<file path="config.mk">
export PLATFORM = sky130hd
export DESIGN_NAME = arith_int_cast_pipe
export DESIGN_NICKNAME = d
export VERILOG_FILES = /design/src/rtl/arith_int_cast_pipe.sv
export SDC_FILE = /design/constraint.sdc
export NUM_CORES = 1
export LEC_CHECK = 0
export CAP_MARGIN = 15
export CORE_MARGIN = 4
export CORE_UTILIZATION = 35
export DETAILED_ROUTE_END_ITERATION = 12
export GPL_TIMING_DRIVEN = 0
export PLACE_DENSITY = 0.75
export SLEW_MARGIN = 20
export SYNTH_ARGS = -nofsm -noshare
export SYNTH_HDL_FRONTEND = slang
export SYNTH_SLANG_ARGS = --single-unit
</file>
<file path="constraint.sdc">
create_clock -name clk -period 4.33 [get_ports clk]
set_clock_uncertainty 0.05 [all_clocks]
set_input_delay 1.299 -clock clk [delete_from_list [all_inputs] [get_ports clk]]
set_output_delay 1.299 -clock clk [all_outputs]
set_load 0.02 [all_outputs]
</file>
<file path="src/rtl/arith_int_cast_pipe.sv">
// Multi-lane integer width converter (extend / wrap / saturate) with a registered
// main+skid output stage and a saturating overflow-event counter.

module arith_int_cast_lane #(
    parameter int IN_WIDTH  = 64,
    parameter int OUT_WIDTH = 32
) (
    input  logic [IN_WIDTH-1:0]  din,
    input  logic [1:0]           mode,
    output logic [OUT_WIDTH-1:0] dout,
    output logic                 ovf
);
    generate
        if (OUT_WIDTH >= IN_WIDTH) begin : g_widen
            // Even modes treat the input as signed, odd modes as unsigned.
            always_comb begin
                dout = mode[0] ? OUT_WIDTH'(din) : OUT_WIDTH'($signed(din));
                ovf  = 1'b0;
            end
        end else begin : g_narrow
            localparam int DROP = IN_WIDTH - OUT_WIDTH;
            logic [OUT_WIDTH-1:0] low;
            logic [OUT_WIDTH-1:0] smin;
            logic [OUT_WIDTH-1:0] smax;
            logic [DROP-1:0]      upper;
            logic                 fits_s;
            logic                 fits_u;
            logic                 neg;

            assign low    = din[OUT_WIDTH-1:0];
            assign upper  = din[IN_WIDTH-1:OUT_WIDTH];
            // Signed fit: every discarded bit equals the kept sign bit.
            assign fits_s = (upper == {DROP{low[OUT_WIDTH-1]}});
            assign fits_u = (upper == '0);
            assign neg    = din[IN_WIDTH-1];
            // Shift form keeps OUT_WIDTH == 1 legal (no zero-width replication).
            assign smin   = OUT_WIDTH'(1) << (OUT_WIDTH - 1);
            assign smax   = ~smin;

            always_comb begin
                case (mode)
                    2'd0: begin
                        dout = low;
                        ovf  = ~fits_s;
                    end
                    2'd1: begin
                        dout = low;
                        ovf  = ~fits_u;
                    end
                    2'd2: begin
                        dout = fits_s ? low : (neg ? smin : smax);
                        ovf  = ~fits_s;
                    end
                    default: begin
                        dout = fits_u ? low : '1;
                        ovf  = ~fits_u;
                    end
                endcase
            end
        end
    endgenerate
endmodule

module arith_int_cast_pipe #(
    parameter int IN_WIDTH    = 64,
    parameter int OUT_WIDTH   = 32,
    parameter int LANES       = 1,
    parameter int COUNT_WIDTH = 16
) (
    input  logic                         clk,
    input  logic                         rst,
    input  logic                         a_valid,
    output logic                         a_ready,
    input  logic [LANES*IN_WIDTH-1:0]    a_data,
    input  logic [1:0]                   a_mode,
    output logic                         result_valid,
    input  logic                         result_ready,
    output logic [LANES*OUT_WIDTH-1:0]   result_data,
    output logic [LANES-1:0]             result_ovf,
    output logic [COUNT_WIDTH-1:0]       ovf_count,
    input  logic                         cnt_clear
);
    typedef struct packed {
        logic [LANES-1:0][OUT_WIDTH-1:0] data;
        logic [LANES-1:0]                ovf;
    } entry_t;

    logic [LANES-1:0][IN_WIDTH-1:0]  a_lanes;
    logic [LANES-1:0][OUT_WIDTH-1:0] conv_data;
    logic [LANES-1:0]                conv_ovf;
    entry_t                          conv;
    entry_t                          main_q;
    entry_t                          skid_q;
    logic                            main_full;
    logic                            skid_full;
    logic                            accept;
    logic                            consume;
    logic [COUNT_WIDTH-1:0]          cnt;

    assign a_lanes = a_data;

    generate
        for (genvar i = 0; i < LANES; i++) begin : g_lane
            arith_int_cast_lane #(
                .IN_WIDTH (IN_WIDTH),
                .OUT_WIDTH(OUT_WIDTH)
            ) u_lane (
                .din (a_lanes[i]),
                .mode(a_mode),
                .dout(conv_data[i]),
                .ovf (conv_ovf[i])
            );
        end
    endgenerate

    assign conv = {conv_data, conv_ovf};

    // a_ready depends only on stored state (and reset), never on result_ready.
    assign a_ready      = ~skid_full & ~rst;
    assign accept       = a_valid & a_ready;
    assign consume      = main_full & result_ready;

    assign result_valid = main_full;
    assign result_data  = main_q.data;
    assign result_ovf   = main_q.ovf;
    assign ovf_count    = cnt;

    always_ff @(posedge clk) begin
        if (rst) begin
            main_full <= 1'b0;
            skid_full <= 1'b0;
            main_q    <= '0;
            skid_q    <= '0;
        end else if (consume) begin
            // skid_full implies no accept this cycle, so skid simply drains into main.
            if (skid_full) begin
                main_q    <= skid_q;
                skid_full <= 1'b0;
            end else if (accept) begin
                main_q    <= conv;
            end else begin
                main_full <= 1'b0;
            end
        end else if (accept) begin
            if (!main_full) begin
                main_q    <= conv;
                main_full <= 1'b1;
            end else begin
                skid_q    <= conv;
                skid_full <= 1'b1;
            end
        end
    end

    always_ff @(posedge clk) begin
        if (rst || cnt_clear) begin
            cnt <= '0;
        end else if (consume && (|main_q.ovf) && !(&cnt)) begin
            cnt <= cnt + COUNT_WIDTH'(1);
        end
    end
endmodule

</file>
==> flow_summary.json, run 1 <==
{
  "status": "finished clean",
  "firstDrtPassIters": 5,
  "antenna_left": 0,
  "yosys_warnings": 0,
  "cts.sinks": 84,
  "ios": 122,
  "fmax_ghz": 0.246,
  "worstPathArrival_ns": 2.71,
  "hold_path_class": "reg -> reg",
  "synth_flop_cell": "dfxtp_1",
  "antenna_found_initial": 0,
  "rrSetupSlack_ns": 2.01,
  "p_per_area_nw_per_um2": 340,
  "grtUsageTotal_pct": 18.7,
  "synth.avg_cell_area_um2": 8.57,
  "end_kind": "primary output",
  "dpl.hpwl_um": 8220,
  "synth_cells": 412,
  "maxSlewViolCount": 0,
  "final_cell_mix": "119 x clkdlybuf4s50_1, 84 x dfxtp_1, 45 x nand2_1",
  "grt_start_max_net_pins": 20,
  "maxCapViolCount": 0,
  "hold_viol_final": 0,
  "die_area_um2": 11800,
  "core_um2": 9820,
  "cts_buffer_depth": 2,
  "die_w_um": 108,
  "gr-total-overflow": 0,
  "start_util_pct": 36.0,
  "fin_area_um2": 5110,
  "grt_pass1_vias": 3664,
  "wl_per_cell_um": 16.2,
  "port_buffers": 119,
  "clock_latency_ns": 0.34,
  "critical_path_required_ns": 2.98,
  "routabilityCongestion": 0.863,
  "synthTopCellsByArea": "dfxtp_1 48%, a22oi_1 6.6%, a31oi_1 5.7%, o22ai_1 5.7%, o21ai_0 5.0%",
  "drc": 0,
  "worstSetupPathType": "in -> out",
  "layout.nets": 613,
  "worst_pin_slew_ns": 0.826,
  "postCtsHoldBufs": 0,
  "syn_to_final_growth_pct": 44.8,
  "final_common_cell": "clkdlybuf4s50_1",
  "wl_um": 11000,
  "period_share_pct": 93.8,
  "rows": 36,
  "async_flop_share_pct": 0,
  "setup_viol": 0,
  "drive_above_1_share_pct": 4.21,
  "die_h_um": 108,
  "postCtsSetupBuffers": 0,
  "slew_headroom_pct": 44.5,
  "yosys.area.top_type": "dfxtp_1",
  "path_max_fanout": 19,
  "drt-vias-per-instance": 5.60,
  "period_minus_slack_ns": 4.06,
  "synth-edff-count": 0,
  "rsz0062_at_grt": "false",
  "htree_num_levels": 3,
  "ys_seq_area_share_pct": 47.6,
  "numCtsBuffers": 9,
  "grt_pass1_wl_um": 17500,
  "synth.distinct_cells": 36,
  "finalSetupTns_ns": 0,
  "drtIter0Drc": 214,
  "syn_area_um2": 3530,
  "tritoncts": "built",
  "synth_top_area_share_pct": 47.6,
  "synth_nets": 484,
  "power.leakage_nw": 1.67,
  "ys_ff_latch": 84,
  "dpl-instance-area_um2": 4890,
  "vdd_drop_max_mv": 0.175,
  "root_buffer": "clkbuf_8",
  "vias": 3808,
  "cp-start-kind": "input port",
  "cts_resized": 1,
  "path_clk_slew_ns": 0.07
}
cell usage after synthesis, drive strengths merged, types with 3 or more instances:
master	count
dfxtp	84
xnor2	10
a21oi	8
a22oi	31
nor2	20
inv	5
nor4	13
nand4	13
buf	4
nor3	5
and4	4
o22ai	32
nand3	8
clkbuf	32
o21ai	35
a31oi	32
nand2	45
or4	5
o211ai	3
critical path, cell delays in order:
cell	delay [ns]
clkbuf_1	0.29
clkbuf_2	0.46
nor2_1	0.08
clkdlybuf4s50_1	0.57
path summary, 6_finish.rpt:
kind / from / cells past startpoint / end
min reg2reg: skid_q[32] / 2 / skid_q[32]
min: skid_q[32] / 2 / skid_q[32]
max reg2reg: result_valid / 7 / result_data[9]
max: rst / 4 / a_ready
report_power, final:
part           internal [mW]  total, mW  switching [mW]
Combinational          0.144      0.282           0.138
Sequential             0.812      0.836          0.0249
Clock                  0.343      0.620           0.277
registers in the layout, indices dropped and copies added, names as in the netlist:
name	cells
result_valid	1
result_data	32
skid_q	33
skid_full	1
ovf_count	16
result_ovf	1
logic make-up (layout without fill, tap and decap cells):
kind of cell | Yosys count | in the layout | share of synthesized area (%)
AOI/OAI and AO/OA | 144 | 144 | 25.4
xor gates and xnor gates | 12 | 12 | 2.98
adders and majority gates | 1 | 1 | 0.354
buffers and inverters | 41 | 175 | 4.46
DFF | 84 | 84 | 47.6
other | 0 | 1 | 0
and+or+nand+nor | 130 | 130 | 19.2
layout make-up:
| cell class | instances | area, um^2 |
|---|---|---|
| clock inverter | 5 | 83.8 |
| inverter | 5 | 18.8 |
| tap | 133 | 166 |
| timing repair buffer | 119 | 1190 |
| fill | 937 | 4700 |
| buffer | 35 | 136 |
| clock buffer | 11 | 141 |
| sequential | 84 | 1680 |
| multi-input combinational | 287 | 1690 |
| antenna | 1 | 2.50 |
routing by layer:
metal  vias up  share of wire, %  track usage [%]
li1       1819                 -                -
met1      1786                42             23.7
met2       190                47             30.6
met3        13               9.3             4.72
met4         0               1.3             6.85
met5         -                 0                0
through the flow:
step / util [%] / setup WS, ns / power, mW / cells / hold slack (ns)
after floorplan: - / 0.745 / 0.973 / 412 / 0.375
after global placement: 49.8 / -0.176 / 1.13 / 664 / 0.384
after detailed placement: 49.8 / -0.199 / 1.14 / 664 / 0.392
after CTS: 52.1 / 0.282 / 1.75 / 679 / 0.409
after global routing: 52.1 / 0.174 / 1.81 / 679 / 0.430
final: 52.1 / 0.268 / 1.74 / 680 / 0.408
Power figures use the tool's default switching activity.
==> inputs of run 2 (changes only) <==
GPL_TIMING_DRIVEN = default   (was 0)
==> flow_summary.json, run 2 (synthesized netlist as in run 1, its figures left out) <==
{
  "status": "finished clean",
  "vdd_drop_max_mv": 0.212,
  "die_w_um": 108,
  "htree_num_levels": 3,
  "dp_slack_ns": 0.588,
  "r2r-start": "skid_full",
  "final_cell_mix": "120 x clkdlybuf4s50_1, 84 x dfxtp_1, 45 x nand2_1",
  "holdCritStartpoint": "skid_q[32]",
  "drc": 0,
  "power.total_mw": 1.75,
  "drtIter0Drc": 157,
  "cts.sinks": 84,
  "die_area_um2": 11800,
  "drt-vias-per-instance": 5.49,
  "fmax_ghz": 0.291,
  "ios": 122,
  "die_h_um": 108,
  "vias": 3589,
  "setup_viol": 0,
  "layout.nets": 588,
  "power.leakage_nw": 1.68,
  "grt_pass1_vias": 3702,
  "port_buffers": 121,
  "syn_to_final_growth_pct": 43.9,
  "reg2reg_depth": 4,
  "postCtsHoldBufs": 0,
  "period_minus_slack_ns": 3.44,
  "worst_pin_slew_ns": 0.876,
  "maxCapViolCount": 0,
  "largest_reg_flops": 33,
  "hold_path_class": "reg -> reg",
  "postCtsSetupBuffers": 0,
  "dpl.hpwl_um": 7580,
  "slew_headroom_pct": 41.5,
  "setup_ws_ns": 0.888,
  "crit_slowest_cell": "clkdlybuf4s50_1",
  "cp_num_buf_inv": 2,
  "routabilityCongestion": 0.861,
  "cts_resized": 0,
  "p_per_area_nw_per_um2": 345,
  "clock_latency_ns": 0.34,
  "grt_pass1_wl_um": 17600,
  "grt_start_max_net_pins": 44,
  "end_kind": "primary output",
  "grtUsageTotal_pct": 18.6,
  "critical_path_required_ns": 2.98,
  "final_common_cell": "clkdlybuf4s50_1",
  "cp_slowest_stage_delay_ns": 0.61,
  "hold_viol_final": 0,
  "wl_per_cell_um": 16.6,
  "hold_end": "skid_q[32]",
  "wl_um": 10800,
  "worstSetupPathType": "in -> out",
  "rows": 36,
  "path_cells": "buf_2 -> nor2_1 -> clkdlybuf4s50_1",
  "start_util_pct": 36.0,
  "finalSetupTns_ns": 0,
  "largest_register": "skid_q",
  "rsz0062_at_grt": "false",
  "tritoncts": "built",
  "antenna_cells": 0,
  "period_share_pct": 79.5,
  "rrSetupSlack_ns": 1.98,
  "drive_above_1_share_pct": 5.95,
  "cp-start-kind": "input port",
  "whs_path_depth": 2,
  "timing.rr.end": "skid_q[27]",
  "antenna_found_initial": 0,
  "worstPathArrival_ns": 2.09,
  "numCtsBuffers": 9,
  "firstDrtPassIters": 4,
  "cts_buffer_depth": 2,
  "root_buffer": "clkbuf_8",
  "core_um2": 9820,
  "maxSlewViolCount": 0,
  "path_max_fanout": 2,
  "cp_top_family": "buffers and inverters",
  "gr-total-overflow": 0,
  "path_clk_slew_ns": 0.08,
  "antenna_left": 0
}
==> run 2: cell count changes in the layout (fill, tap and decap cells not counted), sizes merged <==
cell           previous run  this run
buf                       3         9
clkinvlp                  2         0
clkinv                    0         2
clkbuf                   43        10
clkdlybuf4s50           119       120
diode                     1         0
inv                       6         7
==> run 2: metal layers <==
| layer | vias up | part of all wire [%] | track usage (%) |
|---|---|---|---|
| li1 | 1769 | - | - |
| met1 | 1688 | 42 | 22.2 |
| met2 | 120 | 50 | 33.4 |
| met3 | 12 | 7.0 | 3.82 |
| met4 | 0 | 1.0 | 5.32 |
| met5 | - | 0 | 0 |
==> run 2: stage by stage <==
stage               cell area, um^2  utilization, %  cells  hold slack [ns]
floorplan                      3530               -    412            0.375
global placement               4850            49.4    638            0.383
detailed placement             4850            49.4    638            0.397
CTS                            5080            51.8    654            0.409
global route                   5080            51.8    654            0.446
finish                         5080            51.8    654            0.409
==> run 2: report_power, final <==
group	internal [mW]	switching (mW)
clock	0.347	0.289
sequential	0.811	0.0264
combinational	0.144	0.134
total	1.30	0.450
==> run 2: cell type report <==
cell class	instances	area (um^2)
timing repair buffer	129	1270
sequential	84	1680
clock inverter	6	95.1
inverter	5	18.8
fill	963	4740
clock buffer	10	138
multi-input combinational	287	1720
tap	133	166
==> run 2: worst max path at each step <==
stage | cells after the start | slack [ns] | from | endpoint
finish | 3 | 0.89 | rst | a_ready
global route | 7 | 0.76 | a_data[47] | skid_q[29]
CTS | 3 | 0.89 | rst | a_ready
detailed placement | 7 | 0.59 | a_data[47] | result_data[20]
global placement | 7 | 0.66 | a_data[63] | result_data[3]
floorplan | 4 | 0.74 | rst | a_ready
==> run 2: worst min-delay path, stage by stage, from the launching register on <==
cell	delay (ns)
dfxtp_1	0.32
nand2_1	0.05
a21oi_1	0.05
